### src/rtl/int_sequencer_fsm.sv
// Interrupt entry sequencer: accept, flush, push, two-half IDT fetch, settle and redirect.
// Latency: int_ack one cycle after the accepting edge; shortest accept-to-accept spacing is 8 cycles.
// Backpressure: waits in DRAIN for push_done and in IDT_LO/IDT_HI for mem_ready; optional INT_TIMEOUT_EN adds a 256-cycle IDT timeout.
module int_sequencer_fsm (
    input  logic       clk,
    input  logic       reset,
    input  logic       int_req,
    input  logic [7:0] int_vector,
    input  logic       int_enable,
    input  logic       push_done,
    input  logic       mem_ready,
    output logic       curr_state2,
    output logic       curr_state1,
    output logic       curr_state0,
    output logic       not_used,
    output logic       int_ack,
    output logic [7:0] int_vector_q,
    output logic       int_busy,
    output logic       int_error
);

    // The encoding is consumed bit-by-bit by the downstream decode cloud,
    // so the values are fixed and not left to the synthesis tool.
    typedef enum logic [2:0] {
        IDLE      = 3'b000,
        FLUSH     = 3'b001,
        DEC_START = 3'b010,
        IDT_LO    = 3'b011,
        DRAIN     = 3'b100,
        IDT_HI    = 3'b101,
        SETTLE    = 3'b110,
        REDIRECT  = 3'b111
    } state_t;

    state_t     state_q, state_d;
    logic       ack_q, ack_d;
    logic [7:0] vec_q, vec_d;
    logic       busy_q, busy_d;

`ifdef INT_TIMEOUT_EN
    logic       err_q, err_d;
    logic [7:0] wait_cnt_q, wait_cnt_d;
    logic       in_idt;
    logic       idt_timeout;

    // Timeout fires only on the cycle the counter has saturated and memory still has not answered.
    assign in_idt      = (state_q == IDT_LO) || (state_q == IDT_HI);
    assign idt_timeout = in_idt && !mem_ready && (wait_cnt_q == 8'hFF);
`endif

    // Next-state and registered-output decode; defaults hold state and clear pulses.
    always_comb begin
        state_d = state_q;
        ack_d   = 1'b0;
        vec_d   = vec_q;
`ifdef INT_TIMEOUT_EN
        err_d   = 1'b0;
`endif
        case (state_q)
            IDLE: begin
                // Masked requests are simply not seen; the source keeps the level up.
                if (int_req && int_enable) begin
                    state_d = FLUSH;
                    ack_d   = 1'b1;
                    vec_d   = int_vector;
                end
            end
            FLUSH:     state_d = DEC_START;
            DEC_START: state_d = DRAIN;
            DRAIN: begin
                if (push_done) begin
                    state_d = IDT_LO;
                end
            end
            IDT_LO: begin
                if (mem_ready) begin
                    state_d = IDT_HI;
                end
`ifdef INT_TIMEOUT_EN
                else if (idt_timeout) begin
                    state_d = IDLE;
                    err_d   = 1'b1;
                end
`endif
            end
            IDT_HI: begin
                if (mem_ready) begin
                    state_d = SETTLE;
                end
`ifdef INT_TIMEOUT_EN
                else if (idt_timeout) begin
                    state_d = IDLE;
                    err_d   = 1'b1;
                end
`endif
            end
            SETTLE:    state_d = REDIRECT;
            REDIRECT:  state_d = IDLE;
            default:   state_d = IDLE;
        endcase

        // Busy is precomputed from the next state so the output is a plain flop.
        busy_d = (state_d != IDLE);
    end

`ifdef INT_TIMEOUT_EN
    // Wait counter: zeroed on every IDT entry (LO->HI included), counts stalled cycles, saturates.
    always_comb begin
        wait_cnt_d = wait_cnt_q;
        if (((state_d == IDT_LO) || (state_d == IDT_HI)) && (state_d != state_q)) begin
            wait_cnt_d = 8'h00;
        end else if (state_d == IDLE) begin
            wait_cnt_d = 8'h00;
        end else if (in_idt && !mem_ready && (wait_cnt_q != 8'hFF)) begin
            wait_cnt_d = wait_cnt_q + 8'd1;
        end
    end
`endif

    // State and output registers; reset returns to IDLE immediately, independent of clk.
    always_ff @(posedge clk or posedge reset) begin
        if (reset) begin
            state_q <= IDLE;
            ack_q   <= 1'b0;
            vec_q   <= 8'h00;
            busy_q  <= 1'b0;
        end else begin
            state_q <= state_d;
            ack_q   <= ack_d;
            vec_q   <= vec_d;
            busy_q  <= busy_d;
        end
    end

`ifdef INT_TIMEOUT_EN
    // Timeout bookkeeping registers.
    always_ff @(posedge clk or posedge reset) begin
        if (reset) begin
            err_q      <= 1'b0;
            wait_cnt_q <= 8'h00;
        end else begin
            err_q      <= err_d;
            wait_cnt_q <= wait_cnt_d;
        end
    end

    assign int_error = err_q;
`else
    assign int_error = 1'b0;
`endif

    assign {curr_state2, curr_state1, curr_state0} = state_q;
    assign not_used     = 1'b0;
    assign int_ack      = ack_q;
    assign int_vector_q = vec_q;
    assign int_busy     = busy_q;

    // The acknowledge pulse always coincides with the first FLUSH cycle.
    ack_in_flush: assert property (@(posedge clk) disable iff (reset)
        int_ack |-> (state_q == FLUSH));

    // Busy must track the state register exactly.
    busy_matches_state: assert property (@(posedge clk) disable iff (reset)
        int_busy == (state_q != IDLE));

`ifdef INT_TIMEOUT_EN
    // An error pulse is only ever seen on the way back into IDLE.
    error_in_idle: assert property (@(posedge clk) disable iff (reset)
        int_error |-> (state_q == IDLE));
`endif

endmodule

### config.mk
export PLATFORM = sky130hd
export DESIGN_NAME = int_sequencer_fsm
export DESIGN_NICKNAME = d
export VERILOG_FILES = /design/src/rtl/int_sequencer_fsm.sv
export SDC_FILE = /design/constraint.sdc
export NUM_CORES = 1
export LEC_CHECK = 0
export CORE_UTILIZATION = 38
export CTS_CLUSTER_DIAMETER = 80
export CTS_CLUSTER_SIZE = 30
export DETAILED_ROUTE_END_ITERATION = 12
export PLACE_DENSITY = 0.76
export SETUP_SLACK_MARGIN = 0.3
export SYNTH_ARGS = -nofsm -noshare
export SYNTH_HDL_FRONTEND = slang
export SYNTH_SLANG_ARGS = --single-unit
### constraint.sdc
create_clock -name clk -period 2.1 [get_ports clk]
set_input_delay 0.525 -clock clk [delete_from_list [all_inputs] [get_ports clk]]
set_output_delay 0.525 -clock clk [all_outputs]
set_load 0.005 [all_outputs]
# Word level (Yosys, flattened, before mapping)
# Index checks and enable logic that the tools add are counted.
# W data, S select, Z words.
[totals]
regBits = 13
inputBits = 14
output_inout_bits = 15
wordCells = 22
[op_classes]
n_eq_ne = 7
mux = 7
reduce_logical = 4
[ops]
columns = ["operator", "count"]
rows = [
  ["$pmux W3 S8", 1],
  ["$eq A3 B3 Y1 const B", 4],
  ["$mux W3", 4],
  ["$eq A3 B2 Y1 const B", 2],
  ["$eq A3 B1 Y1 const B", 1],
  ["$logic_not A3 Y1", 1],
  ["$reduce_bool A3 Y1", 1],
  ["$mux W1", 2],
  ["$reduce_and A2 Y1", 1],
  ["$logic_and A1 B1 Y1", 1],
]

# Longest topological paths before layout
# Gate-level depths: netlist of the first run.
[depth]
depth_word = 4
mapped_depth = 4
ltp_nobuf = 3

# Worst setup path after synthesis of the first run
# Ideal clock, no wire load.
[synth_timing]
kind = "reg-to-reg"
startpoint = "register state_q[0]"
endpoint = "register vec_q[0], in the netlist int_vector_q[0]"
setup_time_ps = 125
arrival_time_ps = 1438
required_time_ps = 1975
path_slack_ps = 537
stages_incl_launch_ff = 4
path_buffers = 1
synth_period_minus_slack_ps = 1563
cell_sequence = "dfrtp_1 or4_4 buf_6 mux2_4"
[synth_via]
elab_chain_cells = 2
[synth_rtl]
columns = ["item", "line", "text"]
rows = [
  ["from (decl)", "35", "state_t state_q, state_d;"],
  ["from (signal assigned)", "128", "state_q <= state_d;"],
  ["$logic_not A3 Y1", "59", "case (state_q)"],
  ["$reduce_and A2 Y1 (no source line)", "--", ""],
  ["to (signal assigned)", "130", "vec_q <= vec_d;"],
  ["to (decl)", "37", "logic [7:0] vec_q, vec_d;"],
]
# No other way between the ends.
# A chain may end at the register's enable or synchronous reset.

# Worst setup path in the final report of the first run
[layout_timing]
startpoint = "register state_q[0]"
endpoint = "output curr_state0"
[layout_lines]
columns = ["item", "line", "text"]
rows = [
  ["to (decl)", "14", "output logic curr_state0,"],
]
# No word-level cell between the ends.

==> reports/summary.json, run 1 <==
{
  "global_routing": {
    "first_pass_grt_wire_length_um": 1800,
    "grt_pass1_vias": 415,
    "pin_count_of_the_biggest_net_entering_global_routing": 14,
    "antenna_violations_before_repair": 0,
    "overflow": 0,
    "grt_use_total_pct": 13.8
  },
  "floorplanning": {
    "placement_rows": 13,
    "ioPinCount": 29,
    "die_w_um": 41.5,
    "die-area_um2": 1730,
    "core-area_um2": 1380,
    "die_h_um": 41.5,
    "initial_utilization_pct": 43.0
  },
  "setup_path": {
    "critical_path_cell_list": "clkdlybuf4s50_1",
    "number_of_buffers_and_inverters_on_the_critical_path": 1,
    "critical_path_peak_fanout": 6,
    "worstReg2RegStart": "state_q[1]$_DFF_PP0_",
    "worst-path-stages": 1,
    "cp_slowest_cell": "clkdlybuf4s50_1",
    "critical_path_s_top_delay_family": "buffers and inverters",
    "crit_path_start": "state_q[0]$_DFF_PP0_",
    "required_time_of_the_critical_path_ns": 1.57,
    "crit_path_end_kind": "primary output",
    "critPathKind": "register to primary output",
    "cp_startpoint_kind": "register",
    "cp_data_arrival_time_ns": 1.22,
    "critPathMaxStageDelay_ns": 0.52,
    "rr_worst_depth": 3
  },
  "routing": {
    "drt_pre_antenna_iters": 4,
    "drtIter0Drc": 10,
    "total_number_of_vias": 471,
    "route.final.wire_length_um": 1170,
    "ant_nets": 0,
    "drc": 0,
    "avgViaCountPerCell": 5.01,
    "wl_per_cell_um": 12.4
  },
  "finish": {
    "growth_of_design_area_from_synthesis_to_finish_pct": 55.8,
    "final_design_area_no_fill_um2": 926,
    "drive_above_1_share_pct": 29.1,
    "fin_util_pct": 67.0,
    "layout.cells.most_common": "clkdlybuf4s50_1",
    "most-common-layout-cells": "clkdlybuf4s50_1 (26), dfrtp_1 (10), mux2_4 (7)",
    "fin_nets": 94,
    "insertedDiodeCount": 0
  },
  "min_path": {
    "worstHoldPathCells": 1,
    "worstHoldStart": "int_vector_q[4]$_DFFE_PP0P_",
    "holdCritPathClass": "register to register"
  },
  "synth": {
    "top_area_cell_type_share_of_the_netlist_area_pct": 54.7,
    "netlist_top_cells_area": "dfrtp_1 (55%), mux2_4 (18%), nand2b_1 (4.2%)",
    "multiplexer_area_fraction_after_synthesis_pct": 21.3,
    "synth_simple_gate_area_share_pct": 11.6,
    "syn_inst": 45,
    "synth_area_per_cell_um2": 13.2,
    "synth_cell_types": 19,
    "main_combinational_cell_family_by_area_after_synthesis": "multiplexers",
    "post_synth_instance_area_um2": 594,
    "synth-seq-cells": 13,
    "yosys.area_share.xor_xnor_pct": 0,
    "post_synth_fa_ha_maj_area_fraction_pct": 0,
    "yosysWarningCount": 0,
    "seq_area_frac_synth_pct": 54.7,
    "synth_largest_area_cell": "dfrtp_1",
    "synth_compound_area_share_pct": 6.11
  },
  "sta": {
    "min_period_over_period_pct": 83.0,
    "finalSetupTns_ns": 0,
    "unrepaired_setup_endpoints_after_global_routing": "false",
    "final_hold_viol_count": 0,
    "finalWorstPathRequiredPeriod_ns": 1.74,
    "setup_viol_count_final": 0,
    "finalClockSkew_ns": 0.00226,
    "final_count_of_pins_violating_max_slew": 0,
    "achievable_frequency_mhz": 574
  },
  "clocking": {
    "cts_tree": "built",
    "cts.htree.levels": 1,
    "cts_hold_buffers": 0,
    "cts-buffers-inserted": 3,
    "clock_tree.root_cell": "clkbuf_4",
    "worstSkewPairLatency_ns": 0.27,
    "clock-sinks": 13,
    "max-clock-path-buffers": 2,
    "clk_transition_reported_paths_ns": 0.08
  },
  "run": {
    "max_cap_violations": 0
  },
  "place": {
    "gp_congestion": 0.658,
    "placed_area_um2": 851,
    "placement.io_buffers": 26,
    "dp.final_hpwl_um": 699
  },
  "pwr": {
    "power.density_nw_per_um2": 1340,
    "cellLeakagePower_nw": 0.437,
    "ir_drop_uv": 686
  },
  "outcome": {
    "run_status": "finished clean"
  }
}
==> where the power goes <==
group / internal [mW] / switching [mW] / leakage [nW] / total [mW]
clock network: 0.0735 / 0.0793 / 0.0150 / 0.153
logic: 0.448 / 0.185 / 0.268 / 0.633
registers: 0.372 / 0.0844 / 0.154 / 0.457
total: 0.893 / 0.349 / 0.437 / 1.24
==> stage by stage <==
step	power (mW)	hold WS [ns]	std cells	setup WS (ns)
2_1_floorplan	0.708	0.402	46	0.537
3_3_place_gp	0.980	0.495	84	0.0928
3_5_place_dp	0.985	0.493	84	0.0736
4_1_cts	1.15	0.515	88	0.324
5_1_grt	1.31	0.533	94	0.312
6_report	1.24	0.511	94	0.357
==> cells in the mapped netlist <==
library cell and instances:
or3b_2 1, mux2_2 1, or4_4 1, and3_1 1
dfrtp_1 13, nand2b_1 4, inv_1 2, mux2i_1 1
buf_6 1, nand3_1 1, a31oi_1 1, a21bo_2 1
o21ai_0 3, conb_1 1, a21oi_1 1, mux2_4 7
buf_4 2, nor3_1 1, nand2_1 2
==> worst paths after layout <==
check | to | slack (ns)
max | curr_state0 | 0.36
min in group asynchronous | int_vector_q[4]$_DFFE_PP0P_ | 0.57
max reg2reg | int_vector_q[0]$_DFFE_PP0P_ | 0.44
min | int_vector_q[4]$_DFFE_PP0P_ | 0.51
min reg2reg | int_vector_q[4]$_DFFE_PP0P_ | 0.51
max in group asynchronous | state_q[2]$_DFF_PP0_ | 1.16
==> cell families after synthesis <==
kind of cell,Yosys count
other cells,1
mux,9
flops,13
compound gates,6
simple gates,11
buf+inv,5
==> metal layers <==
metal | global-route usage, % | routed length [µm] | vias to the layer above
li1 | - | - | 221
met1 | 16.2 | 536 | 220
met2 | 22.5 | 527 | 26
met3 | 5.22 | 90 | 4
met4 | 5.81 | 16 | 0
met5 | 0 | 0 | -
==> flip-flops by register name, indices dropped and copies added, names as in the netlist <==
name,cells
int_vector_q,8
state_q,3
int_ack,1
int_busy,1
==> area by class of cell <==
type	count	area, µm²
Clock buffer	4	26.3
Fill cell	107	457
Inverter	2	7.51
Tap cell	15	18.8
Timing Repair Buffer	32	305
Sequential cell	13	329
Multi-Input combinational cell	28	239
==> repair_timing <==
action,CTS,global route
setup buffers,0,6
setup endpoints to repair,3,3
gates resized for setup,3,0
Power figures use the tool's default switching activity.
==> inputs of run 2 (changes only) <==
--- a/config.mk
+++ b/config.mk
@@ -5,11 +5,11 @@
 export SDC_FILE = /design/constraint.sdc
 export NUM_CORES = 1
 export LEC_CHECK = 0
-export CORE_UTILIZATION = 38
+export CORE_UTILIZATION = 34
 export CTS_CLUSTER_DIAMETER = 80
 export CTS_CLUSTER_SIZE = 30
 export DETAILED_ROUTE_END_ITERATION = 12
-export PLACE_DENSITY = 0.76
+export PLACE_DENSITY = 0.72
 export SETUP_SLACK_MARGIN = 0.3
 export SYNTH_ARGS = -nofsm -noshare
 export SYNTH_HDL_FRONTEND = slang
==> constraint.sdc (replaced) <==
create_clock -name clk -period 1.5 [get_ports clk]
set_input_delay 0.375 -clock clk [delete_from_list [all_inputs] [get_ports clk]]
set_output_delay 0.375 -clock clk [all_outputs]
set_load 0.005 [all_outputs]
==> run 2 against run 1 <==
Effect of this change:
- the run now ends with DRC, setup timing left
- clock-buffer cell count is the same
- worst setup slack worse by 0.44 ns
- die area increased by 11%
- wire length grew 29%
- sequential power up 33%
- critical endpoint is now int_vector_q[0]$_DFFE_PP0P_
- highest routed layer unchanged
==> reports/summary.json, run 2 (same netlist as run 1, synthesis figures left out) <==
{
  "global_routing": {
    "grt_use_total": {"value": 16.9, "unit": "%", "change": "was 13.8%"},
    "pin_count_of_the_biggest_net_entering_global_routing": {"value": 14, "change": "unchanged"},
    "overflow": {"value": 0, "change": "unchanged"},
    "first_pass_grt_wire_length": {"value": 2250, "unit": "µm", "change": "was 1800 µm"},
    "antenna_violations_before_repair": {"value": 0, "change": "unchanged"},
    "grt_pass1_vias": {"value": 525, "change": "was 415"}
  },
  "run": {
    "max_cap_violations": {"value": 0, "change": "unchanged"}
  },
  "pwr": {
    "cellLeakagePower": {"value": 0.539, "unit": "nW", "change": "was 0.437 nW"},
    "power.density": {"value": 1910, "unit": "nW/µm²", "change": "was 1340 nW/µm²"},
    "fin_total_pwr": {"value": 2.01, "unit": "mW", "change": "was 1.24 mW"},
    "ir_drop": {"value": 1380, "unit": "µV", "change": "was 686 µV"}
  },
  "finish": {
    "area.sequential": {"value": 328, "unit": "µm²", "change": "was 329 µm²"},
    "drive_above_1_share": {"value": 57.4, "unit": "%", "change": "was 29.1%"},
    "filler_cell_count": {"value": 128, "change": "was 107"},
    "final_design_area_no_fill": {"value": 1050, "unit": "µm²", "change": "was 926 µm²"},
    "most-common-layout-cells": {"value": "buf_6 (15), clkdlybuf4s50_1 (11), dfrtp_1 (11)", "change": "was clkdlybuf4s50_1 (26), dfrtp_1 (10), mux2_4 (7)"},
    "multi_input_area": {"value": 264, "unit": "µm²", "change": "was 239 µm²"},
    "insertedDiodeCount": {"value": 0, "change": "unchanged"},
    "layout.cells.most_common": {"value": "buf_6", "change": "was clkdlybuf4s50_1"},
    "largest_register_ff_count": {"value": 8, "change": "unchanged"},
    "growth_of_design_area_from_synthesis_to_finish": {"value": 77.1, "unit": "%", "change": "was 55.8%"},
    "fin_nets": {"value": 109, "change": "was 94"}
  },
  "clocking": {
    "cts.htree.levels": {"value": 1, "change": "unchanged"},
    "clock-sinks": {"value": 13, "change": "unchanged"},
    "cts_tree": {"value": "built", "change": "unchanged"},
    "clk_transition_reported_paths": {"value": 0.08, "unit": "ns", "change": "about the same"},
    "clock_tree.root_cell": {"value": "clkbuf_4", "change": "unchanged"},
    "max-clock-path-buffers": {"value": 2, "change": "unchanged"},
    "worstSkewPairLatency": {"value": 0.27, "unit": "ns", "change": "about the same"},
    "cts-buffers-inserted": {"value": 3, "change": "unchanged"}
  },
  "floorplanning": {
    "die-area": {"value": 1920, "unit": "µm²", "change": "was 1730 µm²"},
    "die_h": {"value": 43.8, "unit": "µm", "change": "was 41.5 µm"},
    "core-area": {"value": 1580, "unit": "µm²", "change": "was 1380 µm²"},
    "die_w": {"value": 43.8, "unit": "µm", "change": "was 41.5 µm"},
    "initial_utilization": {"value": 37.7, "unit": "%", "change": "was 43.0%"},
    "ioPinCount": {"value": 29, "change": "unchanged"},
    "placement_rows": {"value": 14, "change": "was 13"}
  },
  "routing": {
    "drtIter0Drc": {"value": 11, "change": "was 10"},
    "wl_per_cell": {"value": 13.7, "unit": "µm", "change": "was 12.4 µm"},
    "drt_pre_antenna_iters": {"value": 7, "change": "was 4"},
    "drc": {"value": 3, "change": "was 0"},
    "route.final.wire_length": {"value": 1510, "unit": "µm", "change": "was 1170 µm"},
    "total_number_of_vias": {"value": 510, "change": "was 471"},
    "avgViaCountPerCell": {"value": 4.64, "change": "was 5.01"},
    "ant_nets": {"value": 0, "change": "unchanged"}
  },
  "setup_path": {
    "number_of_buffers_and_inverters_on_the_critical_path": {"value": 1, "change": "unchanged"},
    "critical_path_cell_list": {"value": "buf_6 -> or4_4 -> mux2_4", "change": "was clkdlybuf4s50_1"},
    "required_time_of_the_critical_path": {"value": 1.66, "unit": "ns", "change": "was 1.57 ns"},
    "crit_path_end_kind": {"value": "register", "change": "was primary output"},
    "critical_path_s_top_delay_family": {"value": "simple AND/OR/NAND/NOR gates", "change": "was buffers and inverters"},
    "critical_path_peak_fanout": {"value": 6, "change": "unchanged"},
    "cp_data_arrival_time": {"value": 1.74, "unit": "ns", "change": "was 1.22 ns"},
    "cp_slowest_cell": {"value": "or4_4", "change": "was clkdlybuf4s50_1"},
    "critPathKind": {"value": "register to register", "change": "was register to primary output"},
    "cp_startpoint_kind": {"value": "register", "change": "unchanged"},
    "critPathMaxStageDelay": {"value": 0.61, "unit": "ns", "change": "was 0.52 ns"}
  },
  "place": {
    "placed_area": {"value": 885, "unit": "µm²", "change": "was 851 µm²"},
    "gp_congestion": {"value": 0.706, "change": "was 0.658"},
    "place_ws": {"value": -0.509, "unit": "ns", "change": "was 0.0736 ns"},
    "placement.io_buffers": {"value": 26, "change": "unchanged"},
    "dp.final_hpwl": {"value": 850, "unit": "µm", "change": "was 699 µm"}
  },
  "sta": {
    "setup_slack": {"value": -0.0779, "unit": "ns", "change": "was 0.357 ns"},
    "achievable_frequency_mhz": 634,
    "unrepaired_setup_endpoints_after_global_routing": {"value": "true", "change": "was false"},
    "final_count_of_pins_violating_max_slew": {"value": 0, "change": "unchanged"},
    "setup_viol_count_final": {"value": 8, "change": "was 0"},
    "final_hold_viol_count": {"value": 0, "change": "unchanged"},
    "finalWorstPathRequiredPeriod_ns": 1.58,
    "min_period_over_period_pct": 105,
    "finalClockSkew": {"value": 0.00631, "unit": "ns", "change": "was 0.00226 ns"}
  },
  "outcome": {
    "run_status": {"value": "finished, violations left", "change": "was finished clean"},
    "violations_in_the_final_reports": "DRC, setup timing"
  },
  "min_path": {
    "holdCritPathClass": {"value": "input port to asynchronous set/reset pin", "change": "was register to register"}
  }
}
run 2: what timing repair did:
action,4_1_cts,5_1_grt
setup buffers,12,4
gates resized for setup,68,9
pin swaps,2,4
cloned,1,0
endpoints found under the setup margin,24,19
hold buffers,0,0
run 2: worst paths after layout:
path	slack, ns	depth (start not counted)	startpoint	end
setup / recovery	-0.08	3	state_q[2]$_DFF_PP0_	int_vector_q[0]$_DFFE_PP0P_
hold / removal	0.42	2	reset	int_vector_q[4]$_DFFE_PP0P_
setup reg to reg	-0.08	3	state_q[2]$_DFF_PP0_	int_vector_q[0]$_DFFE_PP0P_
min in group clk	0.51	1	int_vector_q[6]$_DFFE_PP0P_	int_vector_q[6]$_DFFE_PP0P_
hold reg to reg	0.51	1	int_vector_q[6]$_DFFE_PP0P_	int_vector_q[6]$_DFFE_PP0P_
max in group asynchronous	0.73	2	reset	state_q[1]$_DFF_PP0_
run 2: worst register-to-register path, stage by stage, from the launching register on:
cell and delay, ns:
dfrtp_1 0.40, buf_6 0.12, or4_4 0.61, mux2_4 0.34
run 2: area by class of cell:
cell class,instances,share of cell area [%]
flip-flops and latches,13,31.2
multi-input cells,29,25.1
clock buffers,4,2.50
well taps,16,1.90
repair buffers,46,38.6
inverters,2,0.713
run 2: layer usage:
metal / track usage (%) / vias up / routed length, µm
met5: 0 / - / 0
met4: 5.63 / 0 / 15
met3: 7.08 / 2 / 122
met2: 26.6 / 23 / 709
met1: 20.8 / 235 / 663
li1: - / 250 / -
run 2: through the flow:
step | TNS (ns) | std cells | utilization [%] | hold WS [ns]
floorplan | -0.253 | 46 | - | 0.252
detailed placement | -4.81 | 89 | 56.1 | 0.500
global route | -0.616 | 110 | 66.7 | 0.450
CTS | -0.395 | 106 | 62.8 | 0.434
finish | -0.475 | 110 | 66.7 | 0.421
global placement | -4.60 | 89 | 56.1 | 0.495
run 2: where the power goes:
part	switching, mW	internal, mW	leakage [nW]	total, mW
combinational	0.405	0.791	0.369	1.20
sequential	0.0875	0.518	0.155	0.606
clock	0.103	0.103	0.0150	0.206
